[src/rtl/cpu_types_pkg.sv]
// Shared pipeline types: stage-buffer state, default beat layout and a helper
// that maps a buffer state to its beat count.
package cpu_types_pkg;

  // Fill level of a two-entry elastic stage.
  typedef enum logic [1:0] {
    PS_EMPTY = 2'd0,
    PS_ONE   = 2'd1,
    PS_FULL  = 2'd2
  } pipe_state_t;

  // Payload width of the generic beat when no other width is chosen.
  localparam int PIPE_DEFAULT_WIDTH = 32;

  // Generic beat: halt marker travelling alongside an opaque payload.
  typedef struct packed {
    logic                          halt;
    logic [PIPE_DEFAULT_WIDTH-1:0] data;
  } pipe_beat_t;

  // Number of buffered beats represented by a stage state.
  function automatic logic [1:0] pipe_occupancy(input pipe_state_t s);
    logic [1:0] n;
    n = 2'd0;
    case (s)
      PS_ONE:  n = 2'd1;
      PS_FULL: n = 2'd2;
      default: n = 2'd0;
    endcase
    return n;
  endfunction

endpackage

[src/rtl/pipe_skid_stage.sv]
// Elastic pipeline register with a two-entry skid buffer, synchronous flush
// and halt tracking. in_ready is driven from registered state and RST only,
// so neither the payload nor out_ready has a combinational path upstream.
module pipe_skid_stage
  import cpu_types_pkg::*;
#(
  parameter int WIDTH = 32
) (
  input  logic             CLK,
  input  logic             RST,
  input  logic             in_valid,
  output logic             in_ready,
  input  logic [WIDTH-1:0] in_data,
  input  logic             in_halt,
  input  logic             flush,
  output logic             out_valid,
  input  logic             out_ready,
  output logic [WIDTH-1:0] out_data,
  output logic             out_halt,
  output logic             halted,
  output logic [1:0]       occupancy
);

  typedef struct packed {
    logic             halt;
    logic [WIDTH-1:0] data;
  } beat_t;

  pipe_state_t r_state;
  beat_t       r_main;       // head beat, drives out_*
  beat_t       r_skid;       // beat displaced by backpressure
  logic        r_halt_lock;  // a halt beat has been accepted
  logic        r_halted;     // a halt beat has left the stage

  beat_t w_in_beat;
  logic  w_in_fire;
  logic  w_out_fire;
  logic  w_halt_retire;

  assign w_in_beat     = '{halt: in_halt, data: in_data};
  assign in_ready      = !RST && (r_state != PS_FULL) && !r_halt_lock;
  assign out_valid     = (r_state != PS_EMPTY);
  assign w_in_fire     = in_valid && in_ready;
  assign w_out_fire    = out_valid && out_ready;
  assign w_halt_retire = w_out_fire && r_main.halt;

  assign out_data  = r_main.data;
  assign out_halt  = r_main.halt;
  assign halted    = r_halted;
  assign occupancy = pipe_occupancy(r_state);

  // Buffer FSM: fill/drain of the main and skid entries plus halt bookkeeping.
  always_ff @(posedge CLK) begin
    if (RST) begin
      // NOTE: payload registers are cleared too, because out_data must read 0
      // straight after reset and after a flush, not merely be ignored.
      r_state     <= PS_EMPTY;
      r_main      <= '0;
      r_skid      <= '0;
      r_halt_lock <= 1'b0;
      r_halted    <= 1'b0;
    end else begin
      // NOTE: non-blocking updates let every branch read the pre-edge state,
      // so a later assignment to the same register simply overrides.
      if (w_halt_retire) begin
        r_halted <= 1'b1;
      end

      if (flush) begin
        // A retiring head still counts; any beat offered this cycle is dropped.
        r_state     <= PS_EMPTY;
        r_main      <= '0;
        r_skid      <= '0;
        r_halt_lock <= r_halted || w_halt_retire;
      end else begin
        if (w_in_fire && in_halt) begin
          r_halt_lock <= 1'b1;
        end

        case (r_state)
          PS_EMPTY: begin
            if (w_in_fire) begin
              r_main  <= w_in_beat;
              r_state <= PS_ONE;
            end
          end

          PS_ONE: begin
            if (w_in_fire && w_out_fire) begin
              r_main <= w_in_beat;
            end else if (w_in_fire) begin
              r_skid  <= w_in_beat;
              r_state <= PS_FULL;
            end else if (w_out_fire) begin
              r_state <= PS_EMPTY;
            end
          end

          PS_FULL: begin
            // in_ready is low here, so only the drain side can move.
            if (w_out_fire) begin
              r_main  <= r_skid;
              r_state <= PS_ONE;
            end
          end

          default: begin
            r_state <= PS_EMPTY;
          end
        endcase
      end
    end
  end

endmodule
[config.mk]
export PLATFORM = sky130hd
export DESIGN_NAME = pipe_skid_stage
export DESIGN_NICKNAME = d
export VERILOG_FILES = /design/src/rtl/cpu_types_pkg.sv /design/src/rtl/pipe_skid_stage.sv
export SDC_FILE = /design/constraint.sdc
export NUM_CORES = 1
export LEC_CHECK = 0
export BUFFER_PORTS_ARGS = -buffer_cell sky130_fd_sc_hd__buf_4
export CORE_UTILIZATION = 30
export DETAILED_ROUTE_END_ITERATION = 6
export GPL_TIMING_DRIVEN = 0
export PLACE_DENSITY_LB_ADDON = 0.12
export SLEW_MARGIN = 20
export SYNTH_ARGS = -nofsm -noshare
export SYNTH_HDL_FRONTEND = slang
export SYNTH_SLANG_ARGS = --single-unit
[constraint.sdc]
create_clock -name CLK -period 1.55 [get_ports CLK]
set_input_delay 0.31 -clock CLK [delete_from_list [all_inputs] [get_ports CLK]]
set_output_delay 0.31 -clock CLK [all_outputs]
set_load 0.005 [all_outputs]
==> flow_metrics.py <==
metrics = {
    "final_layout": {
        "utilization": 0.443,
        "drive_above_1_share": 0.325,
        "stdcell_count": 554,
        "nets": 458,
        "syn2layout_area_growth_pct": 43.1,
        "diodes": 0,
    },
    "sta": {
        "finalCriticalPeriod_ns": 1.58,
        "max_freq_ghz": 0.632,
        "hold_viol": 0,
        "period_share": 1.02,
        "finalSetupViolCount": 22,
        "fin_skew_ns": 0.0125,
        "setup_slack_ns": -0.0333,
        "worst_pin_slew_ns": 0.547,
        "drv_slew": 0,
        "slew_headroom": 0.635,
        "grt_setup_unrepaired": "yes",
    },
    "die": {
        "die_x_um": 99.6,
        "initial_core_util": 0.309,
        "rows": 35,
        "die-area_um2": 9920,
        "die_y_um": 99.6,
        "io_pins": 76,
        "core_area_um2": 9240,
    },
    "drt": {
        "wl_per_cell_um": 14.8,
        "vias_per_cell": 4.71,
        "wl_mm": 8.21,
        "drt_pass1_iterations": 6,
        "drt_iter0_markers": 59,
        "num_vias": 2612,
        "ant_nets": 0,
        "drc_errors": 0,
    },
    "clocking": {
        "insertion_delay_ns": 0.35,
        "numCtsBuffers": 9,
        "clockBufferDepth": 2,
        "cts_hold_buf": 0,
        "cts.sinks": 70,
        "path_clk_slew_ns": 0.07,
        "ctsRootBufferMaster": "clkbuf_8",
        "cts_max_level": 3,
        "cts_tree": "done",
    },
    "setup_path": {
        "reg2reg_from": "r_halt_lock",
        "cp_slowest_cell": "or3b_4",
        "critical_path_class": "reg -> reg",
        "slowest_delay_ns": 0.41,
        "rrSetupSlack_ns": -0.03,
        "cp-startpoint": "r_halt_lock",
        "critPathMaxFanout": 10,
        "worstPathRequired_ns": 1.78,
        "crit_chain": "or3b_4 -> nor3_4 -> or2_1 -> buf_6 -> buf_8 -> a21oi_1",
        "end_kind": "register",
        "arrival_ns": 1.81,
        "ff2ff_path_depth": 6,
        "r2r-end": "out_data[12]",
        "crit_path_start_kind": "register",
    },
    "synth": {
        "synth_nets": 359,
        "ys_types": 28,
        "synthAdderAreaFrac": 0,
        "synthCells": 321,
        "synth_top_family_by_area": "compound AO/OA/AOI/OAI gates",
        "syn_area_um2": 2860,
        "avgSynthCellArea_um2": 8.90,
        "synth_xor_area_frac": 0,
        "synth-seq-cells": 70,
        "synthMuxAreaShare": 0.116,
        "synth-async-reset-ratio": 0,
        "yosys.area_share.simple": 0.123,
        "synth_edf_count": 0,
        "synth_ff_type": "dfxtp_1",
        "yosysWarningCount": 0,
        "synth_compound_area_frac": 0.222,
        "synth-seq-area-share": 0.490,
    },
    "min_path": {
        "min_path_cells": 2,
        "hp-start": "flush",
        "holdPathEnd": "r_halt_lock",
        "worstHoldPathType": "in -> reg",
    },
    "power_and_ir_drop": {
        "pwr-share-clk": 0.440,
        "swShare": 0.229,
        "ir_worst_vdd_mv": 0.399,
        "finalPower_mw": 4.14,
        "p_int_mw": 3.20,
        "p_leak_nw": 1.94,
        "netSwitchingPower_mw": 0.949,
        "power.density_nw_per_um2": 1010,
        "p_seq_frac": 0.451,
        "p_comb_frac": 0.109,
    },
    "job": {
        "drv_cap": 0,
    },
    "placed_design": {
        "portBuffers": 75,
        "gp_congestion": 0.709,
        "place_inst": 525,
        "dp_hpwl_mm": 5.28,
    },
    "global_route": {
        "grt_pass1_vias": 2552,
        "grt_pass1_wl_mm": 13.0,
        "grt_util_all_layers": 0.172,
        "antenna_found_initial": 0,
        "gr-total-overflow": 0,
        "grt_max_degree": 13,
    },
    "run_status": {
        "status": "complete, but fails checks",
        "violations": "negative setup slack",
    },
}
per-layer routing:
metal  track usage  part of all wire  up-vias
met4        0.0645             0.014        0
met1         0.219              0.48     1214
met5             0                 0        -
li1              -                 -     1330
met3        0.0387             0.040       12
met2         0.284              0.46       56
power groups by stage:
stage / logic, mW / clock network, mW / registers, mW
3_5_place_dp: 0.386 / 0 / 1.91
2_1_floorplan: 0.170 / 0 / 1.91
4_1_cts: 0.448 / 1.86 / 1.87
5_1_grt: 0.494 / 1.94 / 1.87
6_report: 0.452 / 1.82 / 1.87
3_3_place_gp: 0.385 / 0 / 1.91
metrics by stage:
stage	hold WS (ns)	setup TNS, ns	setup WS, ns	instance area (um^2)
after floorplan	0.382	0	0.0293	2860
after global placement	0.441	-18.26	-0.329	3580
after detailed placement	0.446	-18.91	-0.341	3580
after CTS	0.143	-1.89	-0.0806	4070
after global routing	0.143	-4.24	-0.124	4090
final	0.157	-0.421	-0.0333	4090
worst max-delay path by stage:
| stage | to | slack, ns | cells after the start |
|---|---|---|---|
| detailed placement | out_data[20] | -0.34 | 7 |
| global route | out_data[20] | -0.12 | 6 |
| finish | out_data[12] | -0.03 | 6 |
| CTS | out_data[19] | -0.08 | 6 |
| floorplan | out_data[0] | 0.03 | 6 |
| global placement | out_data[18] | -0.33 | 7 |
cell usage after synthesis (all sizes together) (2+ instances only):
| cell | n | area, um^2 |
|---|---|---|
| dfxtp | 70 | 1400 |
| a21oi | 67 | 335 |
| nand2 | 67 | 251 |
| mux2i | 33 | 330 |
| o31ai | 32 | 240 |
| buf | 19 | 101 |
| clkbuf | 9 | 33.8 |
| nor2 | 3 | 11.3 |
| or2 | 3 | 18.8 |
| inv | 2 | 7.51 |
| nand3 | 2 | 10.0 |
| nor3 | 2 | 21.3 |
sequential cells by signal (all words and copies together) (netlist names):
signal	cells
r_state	2
out_data	32
halted	1
out_halt	1
r_skid	33
r_halt_lock	1
area by class of cell:
type                            count  area [um^2]
Inverter                            2         12.5
Timing Repair Buffer               91          723
Buffer                             25          186
Fill cell                         927         5150
Clock buffer                       11          141
Clock inverter                      5          106
Sequential cell                    70         1410
Tap cell                          129          161
Multi-Input combinational cell    221         1350
what timing repair did:
| action | in CTS | in global routing |
|---|---|---|
| endpoints found under the setup margin | 67 | 66 |
| resized for setup | 34 | 6 |
| pin swaps | 4 | 1 |
| cloned | 1 | 0 |
| buffers inserted | 14 | 1 |
logic make-up after synthesis:
kind of cell / Yosys count
compound gates: 106
mux: 33
simple gates: 82
buf+inv: 30
flops: 70
worst max-delay path, delay by kind of cell (launching register included):
kind | cells | cell delay, ns
buffers and inverters | 2 | 0.30
AOI/OAI and AO/OA | 1 | 0.07
and+or+nand+nor | 3 | 0.75
DFF | 1 | 0.34
layout by cell type (no fill, tap or decap), types with 3 or more instances in the layout:
cell	n
o31ai_1	32
clkbuf_1	7
nand2_1	67
buf_4	90
mux2i_1	33
clkbuf_2	3
buf_2	4
dfxtp_2	3
clkbuf_8	10
a21oi_1	65
buf_6	6
bufinv_16	3
nor2_1	3
dfxtp_1	67
Power figures use the tool's default switching activity.
